`src/rtl/cook_controller_pkg.sv`:
```
// Shared types and helpers for the microwave cook sequencing controller.
package cook_controller_pkg;

    typedef enum logic [2:0] {
        ST_IDLE  = 3'd0,
        ST_ENTRY = 3'd1,
        ST_COOK  = 3'd2,
        ST_PAUSE = 3'd3,
        ST_DONE  = 3'd4
    } state_t;

    typedef struct packed {
        logic [3:0] min;
        logic [3:0] sec_tens;
        logic [3:0] sec_ones;
    } bcd_time_t;

    localparam logic [3:0] BCD_MAX_SEC_TENS = 4'd5;

    // Bit i (0..8) is digit i+1, bit 9 is digit 0; caller guarantees one-hot.
    function automatic logic [3:0] key_to_bcd(input logic [9:0] key);
        logic [3:0] digit;
        digit = '0;
        for (int i = 0; i < 10; i++) begin
            if (key[i]) digit = (i == 9) ? 4'd0 : 4'(i + 1);
        end
        return digit;
    endfunction

endpackage

```
`src/rtl/cook_controller_sec_tick_gen.sv`:
```
// One-second prescaler: counts enabled cycles and pulses tick at terminal count.
module sec_tick_gen #(
    parameter int TICKS_PER_SEC = 500,
    parameter int CNT_W         = 16
) (
    input  logic clk,
    input  logic clearn,
    input  logic clr,
    input  logic en,
    output logic tick
);

    localparam logic [CNT_W-1:0] TERMINAL = CNT_W'(TICKS_PER_SEC - 1);

    logic [CNT_W-1:0] cnt;

    assign tick = en && !clr && (cnt == TERMINAL);

    // NOTE: sequential state uses non-blocking assignments so every register samples pre-edge values.
    always_ff @(posedge clk or negedge clearn) begin
        if (!clearn) begin
            cnt <= '0;
        end else if (clr) begin
            cnt <= '0;
        end else if (en) begin
            cnt <= (cnt == TERMINAL) ? '0 : cnt + 1'b1;
        end
    end

endmodule

```
`src/rtl/cook_controller.sv`:
```
// Microwave cook sequencer: keypad BCD time entry, start/stop/pause/done FSM,
// door interlock and once-per-second BCD countdown.
module cook_controller
    import cook_controller_pkg::*;
#(
    parameter int TICKS_PER_SEC = 500,
    parameter int CNT_W         = 16
) (
    input  logic       clk,
    input  logic       clearn,
    input  logic [9:0] keypad,
    input  logic       startn,
    input  logic       stopn,
    input  logic       door_closed,
    output logic [3:0] min_bcd,
    output logic [3:0] sec_tens_bcd,
    output logic [3:0] sec_ones_bcd,
    output logic       mag,
    output logic       timer_done,
    output logic       entry_err
);

    state_t    state_q, state_d;
    bcd_time_t time_q, time_d, time_dec;
    logic [9:0] key_q;
    logic      startn_q, stopn_q;
    logic      err_q, err_d;
    logic      presc_clr, tick;
    logic      key_evt, start_evt, stop_evt;
    logic [3:0] key_digit;

    assign key_evt   = (keypad != '0) && ($countones(keypad) == 1) && (key_q == '0);
    assign start_evt = startn_q && !startn;
    assign stop_evt  = stopn_q && !stopn;
    assign key_digit = key_to_bcd(keypad);

    sec_tick_gen #(
        .TICKS_PER_SEC(TICKS_PER_SEC),
        .CNT_W        (CNT_W)
    ) u_tick (
        .clk   (clk),
        .clearn(clearn),
        .clr   (presc_clr),
        .en    (state_q == ST_COOK),
        .tick  (tick)
    );

    // Seconds-ones borrows into seconds-tens, which wraps to 5 and borrows into minutes.
    always_comb begin
        time_dec = time_q;
        if (time_q.sec_ones != 4'd0) begin
            time_dec.sec_ones = time_q.sec_ones - 4'd1;
        end else begin
            time_dec.sec_ones = 4'd9;
            if (time_q.sec_tens != 4'd0) begin
                time_dec.sec_tens = time_q.sec_tens - 4'd1;
            end else begin
                time_dec.sec_tens = BCD_MAX_SEC_TENS;
                time_dec.min      = time_q.min - 4'd1;
            end
        end
    end

    // NOTE: every output of this block gets a default first, so no latch can be inferred.
    always_comb begin
        state_d   = state_q;
        time_d    = time_q;
        presc_clr = 1'b0;
        err_d     = 1'b0;
        unique case (state_q)
            ST_IDLE, ST_ENTRY: begin
                if (stop_evt) begin
                    time_d  = '0;
                    state_d = ST_IDLE;
                end else if (start_evt) begin
                    if ((time_q != '0) && door_closed) begin
                        if (time_q.sec_tens > BCD_MAX_SEC_TENS) begin
                            err_d = 1'b1;
                        end else begin
                            state_d   = ST_COOK;
                            presc_clr = 1'b1;
                        end
                    end
                end else if (key_evt) begin
                    time_d  = '{min: time_q.sec_tens, sec_tens: time_q.sec_ones, sec_ones: key_digit};
                    state_d = ST_ENTRY;
                end
            end
            ST_COOK: begin
                if (stop_evt || !door_closed) begin
                    state_d = ST_PAUSE;
                end else if (tick) begin
                    time_d = time_dec;
                    if (time_dec == '0) state_d = ST_DONE;
                end
            end
            ST_PAUSE: begin
                if (stop_evt) begin
                    time_d  = '0;
                    state_d = ST_IDLE;
                end else if (start_evt && door_closed) begin
                    state_d   = ST_COOK;
                    presc_clr = 1'b1;
                end
            end
            ST_DONE: begin
                if (stop_evt) begin
                    time_d  = '0;
                    state_d = ST_IDLE;
                end else if (!start_evt && key_evt) begin
                    time_d  = '{min: 4'd0, sec_tens: 4'd0, sec_ones: key_digit};
                    state_d = ST_ENTRY;
                end
            end
            default: begin
                time_d  = '0;
                state_d = ST_IDLE;
            end
        endcase
    end

    always_ff @(posedge clk or negedge clearn) begin
        if (!clearn) begin
            state_q  <= ST_IDLE;
            time_q   <= '0;
            key_q    <= '0;
            startn_q <= 1'b1;
            stopn_q  <= 1'b1;
            err_q    <= 1'b0;
        end else begin
            state_q  <= state_d;
            time_q   <= time_d;
            key_q    <= keypad;
            startn_q <= startn;
            stopn_q  <= stopn;
            err_q    <= err_d;
        end
    end

    assign min_bcd      = time_q.min;
    assign sec_tens_bcd = time_q.sec_tens;
    assign sec_ones_bcd = time_q.sec_ones;
    // Combinational so the magnetron drops in the very cycle the door opens.
    assign mag          = (state_q == ST_COOK) && door_closed;
    assign timer_done   = (state_q == ST_DONE);
    assign entry_err    = err_q;

endmodule

```
`config.mk`:
```
export PLATFORM = sky130hd
export DESIGN_NAME = cook_controller
export DESIGN_NICKNAME = d
export VERILOG_FILES = /design/src/rtl/cook_controller_pkg.sv /design/src/rtl/cook_controller_sec_tick_gen.sv /design/src/rtl/cook_controller.sv
export SDC_FILE = /design/constraint.sdc
export NUM_CORES = 1
export LEC_CHECK = 0
export BUFFER_PORTS_ARGS = -buffer_cell sky130_fd_sc_hd__clkbuf_2
export CAP_MARGIN = 20
export CORE_MARGIN = 3
export CORE_UTILIZATION = 34
export DETAILED_ROUTE_END_ITERATION = 10
export PLACE_DENSITY_LB_ADDON = 0.1
export SYNTH_ARGS = -nofsm -noshare
export SYNTH_HDL_FRONTEND = slang
export SYNTH_SLANG_ARGS = --single-unit
```
`constraint.sdc`:
```
create_clock -name clk -period 5 [get_ports clk]
set_clock_uncertainty 0.15 [all_clocks]
set_input_delay 0.75 -clock clk [delete_from_list [all_inputs] [get_ports clk]]
set_output_delay 0.75 -clock clk [all_outputs]
set_load 0.005 [all_outputs]
```
==> summary.md, run 1 <==
| Metric | Value |
|---|---|
| Synth Register Bits | 44 |
| Fmax | 0.2177 GHz |
| Final Max Tran Viols | 0 |
| Number of fill cells | 819 |
| PnR Total Power | 1721 uW |
| Required time worst endpoint | 5040 ps |
| Rows | 32 |
| Final setup fails | 0 |
| CTS buffer count | 5 |
| Maximum vdd drop | 0.1536 mV |
| Crit. End Element | flip-flop |
| Clock network fraction of design power | 0.137 |
| Synth area leaders | dfrtp_1, fa_1, ha_1 |
| Hpwl dp | 5.177 mm |
| Final Hold Viols | 0 |
| Internal | 937.9 uW |
| Period utilisation layout | 0.9187 |
| Main flop type after synthesis | dfrtp_1 |
| Hold bufs inserted after CTS | 0 |
| Combinational Power Share | 0.492 |
| Die ar. | 9522 sq um |
| Via count | 2465 |
| Number of remaining DRC errors | 0 |
| Top cell type's share of synthesized area | 0.3686 |
| Final Wtd Congestion | 0.8221 |
| Largest net degree at the start of global routing | 45 |
| Crit path arrival time | 4630 ps |
| Post-synthesis cell type count | 65 |
| Hold WC Path Type | input port to asynchronous set/reset pin |
| EDFF count, synth | 0 |
| Switching share of power | 0.4550 |
| Avg Cell Area, Syn | 9.228 sq um |
| Flop pwr share | 0.371 |
| Routed Wire Length | 7.187 mm |
| P_sw | 782.9 uW |
| Area of the mapped netlist | 2851 sq um |
| Multi-input logic area | 1587 sq um |
| Uppermost routed layer | met4 |
| Non-Filler Instances | 438 |
| Clk Latency, worst-skew pair | 300 ps |
| Vias in the first global route | 2305 |
| Post-route ant nets | 0 |
| CP Class | input port to flip-flop |
| Grt ovf | 0 |
| Commonest non-fill, non-tap cell in the layout | dfrtp_1 |
| Pwr dens | 542.3 nW/um^2 |
| Antenna cell count | 0 |
| Starting Density | 0.3597 |
| Die height | 97.58 um |
| CTS Sinks | 44 |
| Register area share after synthesis | 0.3870 |
| Worst Tran Pin Value | 787.1 ps |
| Met2 WL post-DR | 3.019 mm |
| Vias per cell | 5.628 |
| First-pass GRT wire length | 12.21 mm |
| # H-tree levels | 2 |
| Final TNS setup | 0 ps |
| Max-Cap Viols | 0 |
| Ys Warns | 0 |
| # placed instances | 428 |
| Gate Count Post-Synth | 309 |
| Port bufs | 29 |
| Slew HR | 0.4753 |
| Share of layout cells above drive strength 1 | 0.1548 |
| Synthesized net count | 339 |
| RSZ-0062 raised after global routing | no |
| Post-synth top area cell | dfrtp_1 |
| Initial antenna violation count | 0 |
| Post-CTS sizing | 0 |
| Fraction of registers with async set/reset | 1.000 |
| CORE AREA | 7928 sq um |
| Storage cell area | 1104 sq um |
| M1 WL | 3.805 mm |
| Area delta synth->final | 11.28% |
| Die width | 97.58 um |
| CTS clk-pin slew, worst paths | 90 ps |
| DR WL met3 | 274 um |
| Final nets | 365 |
| Io pins | 30 |
| Starting DRT DRC Count | 150 |
| Hold slack | 371.1 ps |
| Leakage power | 0.001398 uW |
| Status | complete, no violations |
| Minimum clock period | 4593 ps |
| DR WL/cell | 16.41 um |
| Crit path launch type | input port |
| Critical path peak fanout | 12 |
| CTS tree | built |
| Max clock buf depth | 2 |
| Most frequent cells in the layout | dfrtp_1, clkbuf_2, nor2_1 |
| Global Route Usage Sum | 0.1559 |
| Detailed-router iteration count before antenna repair | 4 |
| Setup Fix Bufs, Post-CTS | 0 |
| Root buffer cell | clkbuf_8 |
-- per-stage QoR --
stage,utilization,instance area (sq um),setup WS [ps]
global route,0.4003,3173,202.1
floorplan,-,2851,522.4
global placement,0.3870,3068,162.5
finish,0.4003,3173,406.6
detailed placement,0.3870,3068,55.59
CTS,0.3984,3158,387.7
-- worst max-delay path, cell delays in order --
cell	delay (ps)
clkbuf_2	120
fa_1	510
fa_1	510
inv_1	50
fa_1	420
inv_1	60
ha_1	150
inv_1	50
fa_1	370
a2111oi_0	410
a21o_1	130
a31oi_1	220
or3_4	540
mux2_1	340
-- sequential cells by signal, summed over array words and instances (netlist names), 3 cells and up --
| name | cells |
|---|---|
| key_q | 10 |
| min_bcd | 4 |
| sec_ones_bcd | 4 |
| sec_tens_bcd | 4 |
| state_q | 3 |
| u_tick.cnt | 16 |
-- synthesized netlist by cell type, drive strengths merged (5+ instances only) --
| master | n |
|---|---|
| nand4 | 6 |
| nor3 | 15 |
| dfrtp | 42 |
| inv | 18 |
| and3 | 8 |
| a21oi | 15 |
| o21ai | 23 |
| clkbuf | 7 |
| nand3 | 16 |
| buf | 10 |
| a31oi | 6 |
| o41ai | 5 |
| fa | 6 |
| nand2 | 19 |
| nor2 | 20 |
| nand2b | 5 |
| ha | 9 |
| nor4 | 9 |
-- path summary, 6_finish.rpt --
kind	startpoint	to	slack, ps	cells past startpoint
worst max-delay path	keypad[0]	sec_ones_bcd[1]	410	14
worst min-delay path	clearn	sec_tens_bcd[3]	370	2
worst max register to register	state_q[1]	sec_ones_bcd[1]	2250	4
worst min register to register	u_tick.cnt[8]	u_tick.cnt[8]	380	1
max in group asynchronous	clearn	startn_q	3930	2
min in group clk	u_tick.cnt[8]	u_tick.cnt[8]	380	1
-- cells by family (layout without fill, tap and decap cells) --
| logic type | count (synthesis) | after routing | share of synthesized area |
|---|---|---|---|
| flip-flops | 44 | 44 | 0.3870 |
| adder cells (fa/ha/maj) | 15 | 15 | 0.08162 |
| multiplexers | 4 | 4 | 0.01536 |
| AND/OR/NAND/NOR | 126 | 126 | 0.2558 |
| buffers and inverters | 35 | 62 | 0.05660 |
| AO/OA/AOI/OAI | 85 | 85 | 0.2036 |
-- power by group through the flow --
stage          Sequential (uW)  Combinational, uW  Clock, uW
3_3_place_gp               645                837          0
2_1_floorplan              571                667          0
4_1_cts                    635                844        247
5_1_grt                    660                952        262
6_report                   639                846        236
3_5_place_dp               641                841          0
-- layer usage --
layer,vias to the layer above,track usage
met5,-,0
met4,0,0.04153
li1,1212,-
met3,8,0.03446
met2,55,0.2203
met1,1190,0.2377
-- layout make-up --
type,instances,share of cell area
Clock buffer,8,0.02839
Inverter,18,0.02129
Multi-Input combinational cell,230,0.5000
Sequential cell,44,0.3478
Timing Repair Buffer,36,0.06230
Tap cell,102,0.04022
No activity file was read; power rests on OpenSTA's default activity.
==> inputs of run 2 (changes only) <==
- REMOVE_ABC_BUFFERS: not set -> 1
==> summary.md, run 2 (synthesized netlist as in run 1, its figures left out) <==
| Metric | Value |
|---|---|
| Status | complete, no violations |
| Critical Path Start | keypad[0] |
| Area delta synth->final | 11.36% (about the same) |
| Die width | 97.58 um (unchanged) |
| Grt ovf | 0 (unchanged) |
| Hold bufs inserted after CTS | 0 (unchanged) |
| Crit path arrival time | 4600 ps (-30 ps) |
| Final Wtd Congestion | 0.8231 (+0.12%) |
| Max clock buf depth | 2 (unchanged) |
| Die height | 97.58 um (unchanged) |
| RSZ-0062 raised after global routing | no |
| Port bufs | 29 (unchanged) |
| Root buffer cell | clkbuf_8 |
| Required time worst endpoint | 5030 ps (about the same) |
| Crit. End Element | flip-flop |
| CP Class | input port to flip-flop |
| Io pins | 30 (unchanged) |
| Slew HR | 0.2527 (-0.2225) |
| Leakage power | 0.001400 uW (+0.13%) |
| Initial antenna violation count | 0 (unchanged) |
| Critical path peak fanout | 12 (unchanged) |
| First-pass GRT wire length | 12.29 mm (+0.67%) |
| Max-Cap Viols | 0 (unchanged) |
| CORE AREA | 7928 sq um (unchanged) |
| Worst r2r src | sec_ones_bcd[0] |
| Vias in the first global route | 2324 (+0.82%) |
| Post-route setup slack | 431.8 ps (+25.24 ps) |
| Final Hold Viols | 0 (unchanged) |
| Most flops, register | u_tick.cnt |
| Die ar. | 9522 sq um (unchanged) |
| Commonest non-fill, non-tap cell in the layout | dfrtp_1 |
| Via count | 2498 (+1.3%) |
| Share of layout cells above drive strength 1 | 0.1552 (+0.0004620) |
| Setup Fix Bufs, Post-CTS | 0 (unchanged) |
| R2R depth | 8 (+4) |
| Starting DRT DRC Count | 149 (-0.67%) |
| Pre-CTS WS | 159.4 ps (+103.9 ps) |
| Post-route ant nets | 0 (unchanged) |
| CTS clk-pin slew, worst paths | 80 ps (about the same) |
| CTS tree | built |
| Largest regs | u_tick.cnt (16), key_q (10) |
| DR WL/cell | 16.94 um (+3.2%) |
| Global Route Usage Sum | 0.1591 (+0.003177) |
| Worst Tran Pin Value | 1106 ps (+319.2 ps) |
| Number of remaining DRC errors | 0 (unchanged) |
| Routed Wire Length | 7.403 mm (+3.0%) |
| Most frequent cells in the layout | dfrtp_1, clkbuf_2, nor2_1 |
| Hold_sp | u_tick.cnt[8] |
| Detailed-router iteration count before antenna repair | 4 (unchanged) |
| # H-tree levels | 2 (unchanged) |
| Antenna cell count | 0 (unchanged) |
| Post-CTS sizing | 0 (unchanged) |
| Hpwl dp | 5.148 mm (-0.56%) |
| Crit path launch type | input port |
| Min-Delay Path Depth | 1 |
| Largest net degree at the start of global routing | 45 (unchanged) |
| Fmax | 0.2189 GHz (+0.55%) |
| Rows | 32 (unchanged) |
| Minimum clock period | 4568 ps (-25.24 ps) |
| Hold WC Path Type | flip-flop to flip-flop |
| Final setup fails | 0 (unchanged) |
| Starting Density | 0.3597 (unchanged) |
| Vias per cell | 5.716 (+1.6%) |
| Pwr dens | 549.6 nW/um^2 (+1.3%) |
| Final TNS setup | 0 ps (unchanged) |
| CTS Sinks | 44 (unchanged) |
| Final Max Tran Viols | 0 (unchanged) |
| Clk Latency, worst-skew pair | 300 ps (about the same) |
| Maximum vdd drop | 0.1911 mV (+24%) |
| CTS buffer count | 5 (unchanged) |
| Final nets | 364 (-0.27%) |
| Max FFs per register | 16 (unchanged) |
| Period utilisation layout | 0.9136 (-0.005048) |
-- run 2: cell types whose count changed in the layout (fill, tap and decap cells not counted), sizes merged --
cell	delta
buf	-1
-- run 2: per-layer routing --
layer | vias to the layer above | global-route usage | wire length, um | part of all wire
li1 | 1208 | - | - | -
met1 | 1221 | 0.2452 | 3755 | 0.51
met2 | 67 | 0.2283 | 3280 | 0.44
met3 | 2 | 0.03015 | 343 | 0.046
met4 | 0 | 0.03727 | 23 | 0.0031
met5 | - | 0 | 0 | 0
-- run 2: final timing paths --
path	to	slack (ps)
min	u_tick.cnt[8]	370
max in group asynchronous	key_q[9]	3930
min in group asynchronous	key_q[3]	380
max reg2reg	u_tick.cnt[8]	2000
min reg2reg	u_tick.cnt[8]	370
max	sec_ones_bcd[1]	430
-- run 2: through the flow --
step	power (uW)	utilization	hold WS (ps)	cell area [sq um]	instances
after floorplan	1178	-	304.4	2758	292
after global placement	1487	0.3870	364.9	3068	428
after detailed placement	1484	0.3870	356.7	3068	428
after CTS	1744	0.3996	368.1	3168	436
after global routing	1904	0.4006	383.5	3176	437
final	1745	0.4006	365.2	3176	437
-- run 2: final cells by class --
class                   count  area, sq um
multi-input cells         230         1587
inverters                  18        67.56
repair buffers             35        190.2
flip-flops and latches     44         1104
well taps                 102        127.6
fillers                   799         4752
clock buffers               8        100.1
-- run 2: power breakdown --
part | internal (uW) | leakage (uW) | switching (uW)
logic | 362 | 0.000789 | 492
clock network | 126 | 0.0000515 | 124
registers | 461 | 0.000560 | 179
total | 950 | 0.00140 | 795
-- run 2: worst max-delay path, cell delays in order --
cell      delay [ps]
clkbuf_2         120
fa_1             510
fa_1             520
inv_1             50
fa_1             430
inv_1             70
ha_1             160
inv_1             60
fa_1             470
nor4b_1          210
and4_1           230
a31oi_1          160
or3_4            530
mux2_1           340
==> inputs of run 3 (changes only) <==
- ABC_AREA: not set -> 1
==> summary.md, run 3 <==
| Metric | Value |
|---|---|
| Die ar. | 10230 sq um (+7.5%) |
| Share of layout cells above drive strength 1 | 0.1511 (-0.004113) |
| Post-CTS sizing | 0 (unchanged) |
| Root buffer cell | clkbuf_8 |
| Rows | 34 (+6.3%) |
| Period utilisation layout | 0.8387 (-0.07497) |
| Max FFs per register | 16 (unchanged) |
| Crit. End Element | flip-flop |
| Starting DRT DRC Count | 102 (-32%) |
| EDFF count, synth | 0 (unchanged) |
| Die width | 101.2 um (+3.7%) |
| Io pins | 30 (unchanged) |
| Post-layout util | 0.3893 (-0.01122) |
| Commonest non-fill, non-tap cell in the layout | nand2_1 |
| Synth area leaders | dfrtp_1, nand2_1, inv_1 |
| Detailed-router iteration count before antenna repair | 4 (unchanged) |
| # H-tree levels | 2 (unchanged) |
| CORE AREA | 8763 sq um (+11%) |
| Cell with the most instances after synthesis | nand2_1 |
| Global Route Usage Sum | 0.1512 (-0.007878) |
| Pre-CTS WS | 445.6 ps (+286.1 ps) |
| Number of remaining DRC errors | 0 (unchanged) |
| Clk Latency, worst-skew pair | 290 ps (about the same) |
| Post-synthesis cell type count | 39 (-40%) |
| Largest regs | u_tick.cnt (16), key_q (10) |
| Fraction of registers with async set/reset | 1.000 (unchanged) |
| Starting Density | 0.3514 (-0.008320) |
| PnR Total Power | 1674 uW (-4.1%) |
| Final setup fails | 0 (unchanged) |
| Largest net degree at the start of global routing | 45 (unchanged) |
| Status | complete, no violations |
| Post-route setup slack | 806.7 ps (+374.9 ps) |
| CTS tree | built |
| Gate Count Post-Synth | 417 (+35%) |
| Grt ovf | 0 (unchanged) |
| Critical path peak fanout | 24 (+12) |
| Avg Cell Area, Syn | 7.384 sq um (-20%) |
| Initial antenna violation count | 0 (unchanged) |
| Post-route ant nets | 0 (unchanged) |
| RSZ-0062 raised after global routing | no |
| Worst Tran Pin Value | 598.4 ps (-508.0 ps) |
| Vias in the first global route | 2614 (+12%) |
| Final Max Tran Viols | 0 (unchanged) |
| CTS clk-pin slew, worst paths | 80 ps (about the same) |
| CP Class | input port to flip-flop |
| Antenna cell count | 0 (unchanged) |
| Via count | 2633 (+5.4%) |
| Final nets | 479 (+32%) |
| Minimum clock period | 4193 ps (-374.9 ps) |
| Hold bufs inserted after CTS | 0 (unchanged) |
| Slew HR | 0.6011 (+0.3484) |
| Synth Register Bits | 44 (unchanged) |
| Area of the mapped netlist | 3079 sq um (+8.0%) |
| Pwr dens | 490.8 nW/um^2 (-11%) |
| Most frequent cells in the layout | nand2_1, inv_1, nor2_1 |
| CTS Sinks | 44 (unchanged) |
| Leakage power | 0.001747 uW (+25%) |
| Hold WC Path Type | input port to asynchronous set/reset pin |
| CTS buffer count | 5 (unchanged) |
| Maximum vdd drop | 0.2233 mV (+17%) |
| Max clock buf depth | 2 (unchanged) |
| Port bufs | 29 (unchanged) |
| Fmax | 0.2385 GHz (+8.9%) |
| Setup Fix Bufs, Post-CTS | 0 (unchanged) |
| Hpwl dp | 5.427 mm (+5.4%) |
| Top cell type's share of synthesized area | 0.3413 (-0.02726) |
| Most flops, register | u_tick.cnt |
| Vias per cell | 4.719 (-17%) |
| Top cells by count, synth | nand2_1, inv_1, nor2_1, dfrtp_1, o21ai_0 |
| First-pass GRT wire length | 12.41 mm (+1.0%) |
| Final TNS setup | 0 ps (unchanged) |
| DR WL/cell | 12.92 um (-24%) |
| Final Wtd Congestion | 0.8402 (+2.1%) |
| Area delta synth->final | 10.81% |
| Die height | 101.2 um (+3.7%) |
| Routed Wire Length | 7.212 mm (-2.6%) |
| Main flop type after synthesis | dfrtp_1 |
| Crit path launch type | input port |
| Max-Cap Viols | 0 (unchanged) |
| Final Hold Viols | 0 (unchanged) |
| Crit path arrival time | 4250 ps (-350 ps) |
| Required time worst endpoint | 5060 ps (+30 ps) |
| Post-synth top area cell | dfrtp_1 |
| Ys Warns | 0 (unchanged) |
| Register area share after synthesis | 0.3584 (-0.02862) |
==> run 3: cell types whose count changed after synthesis, moves of 6 or more <==
cell	delta
and3_1	-8
o21ai_0	+14
o21ai_1	-11
inv_1	+55
nor2_1	+23
nor3_1	-8
nand3_1	+8
clkbuf_1	-6
a31oi_1	-6
xor2_1	+8
nand2_1	+80
nand2_2	+11
==> run 3: report_power, final <==
part	switching (uW)	total, uW	internal (uW)
sequential	135	584	449
clock	125	238	113
combinational	540	852	312
total	800	1670	875
==> run 3: cells by family (layout without fill, tap and decap cells) <==
logic type / Yosys count / count (layout) / synth area share
xor gates and xnor gates: 10 / 10 / 0.02845
and+or+nand+nor: 214 / 214 / 0.3308
buffers and inverters: 80 / 113 / 0.1061
adders and majority gates: 15 / 15 / 0.07558
AOI/OAI and AO/OA: 54 / 54 / 0.1008
DFF: 44 / 44 / 0.3584
==> run 3: path summary, 6_finish.rpt <==
kind	cells past startpoint	slack, ps	from	endpoint
max	15	810	keypad[0]	sec_tens_bcd[0]
min	2	390	clearn	u_tick.cnt[11]
max reg2reg	8	2680	state_q[2]	sec_tens_bcd[0]
min reg2reg	2	390	u_tick.cnt[1]	u_tick.cnt[1]
max in group asynchronous	2	3910	clearn	sec_ones_bcd[0]
min in group clk	2	390	u_tick.cnt[1]	u_tick.cnt[1]
==> run 3: final cells by class <==
type / instances / area [sq um]
inverters: 75 / 281.5
repair buffers: 30 / 152.6
flip-flops and latches: 44 / 1104
fillers: 923 / 5351
well taps: 108 / 135.1
clock buffers: 8 / 90.09
multi-input cells: 293 / 1649
==> run 3: worst max-delay path, cell delays in order <==
cell	delay (ps)
clkbuf_2	120
fa_1	510
fa_1	510
inv_1	50
fa_1	420
inv_1	60
ha_1	150
inv_1	50
fa_1	470
nand3b_1	70
nor2_1	140
nand4_1	140
a21oi_2	160
nand3_2	330
o21ai_0	300
==> run 3: stage by stage <==
step,hold slack [ps],cell area (sq um),std cells
after floorplan,304.4,3034,412
after global placement,364.0,3322,550
after detailed placement,369.1,3322,550
after CTS,381.3,3412,558
after global routing,383.4,3412,558
final,388.7,3412,558
==> run 3: layer usage <==
metal / share of wire / track usage
met1: 0.47 / 0.2036
met2: 0.50 / 0.2570
met3: 0.025 / 0.02273
met4: 0.0073 / 0.03374
met5: 0 / 0
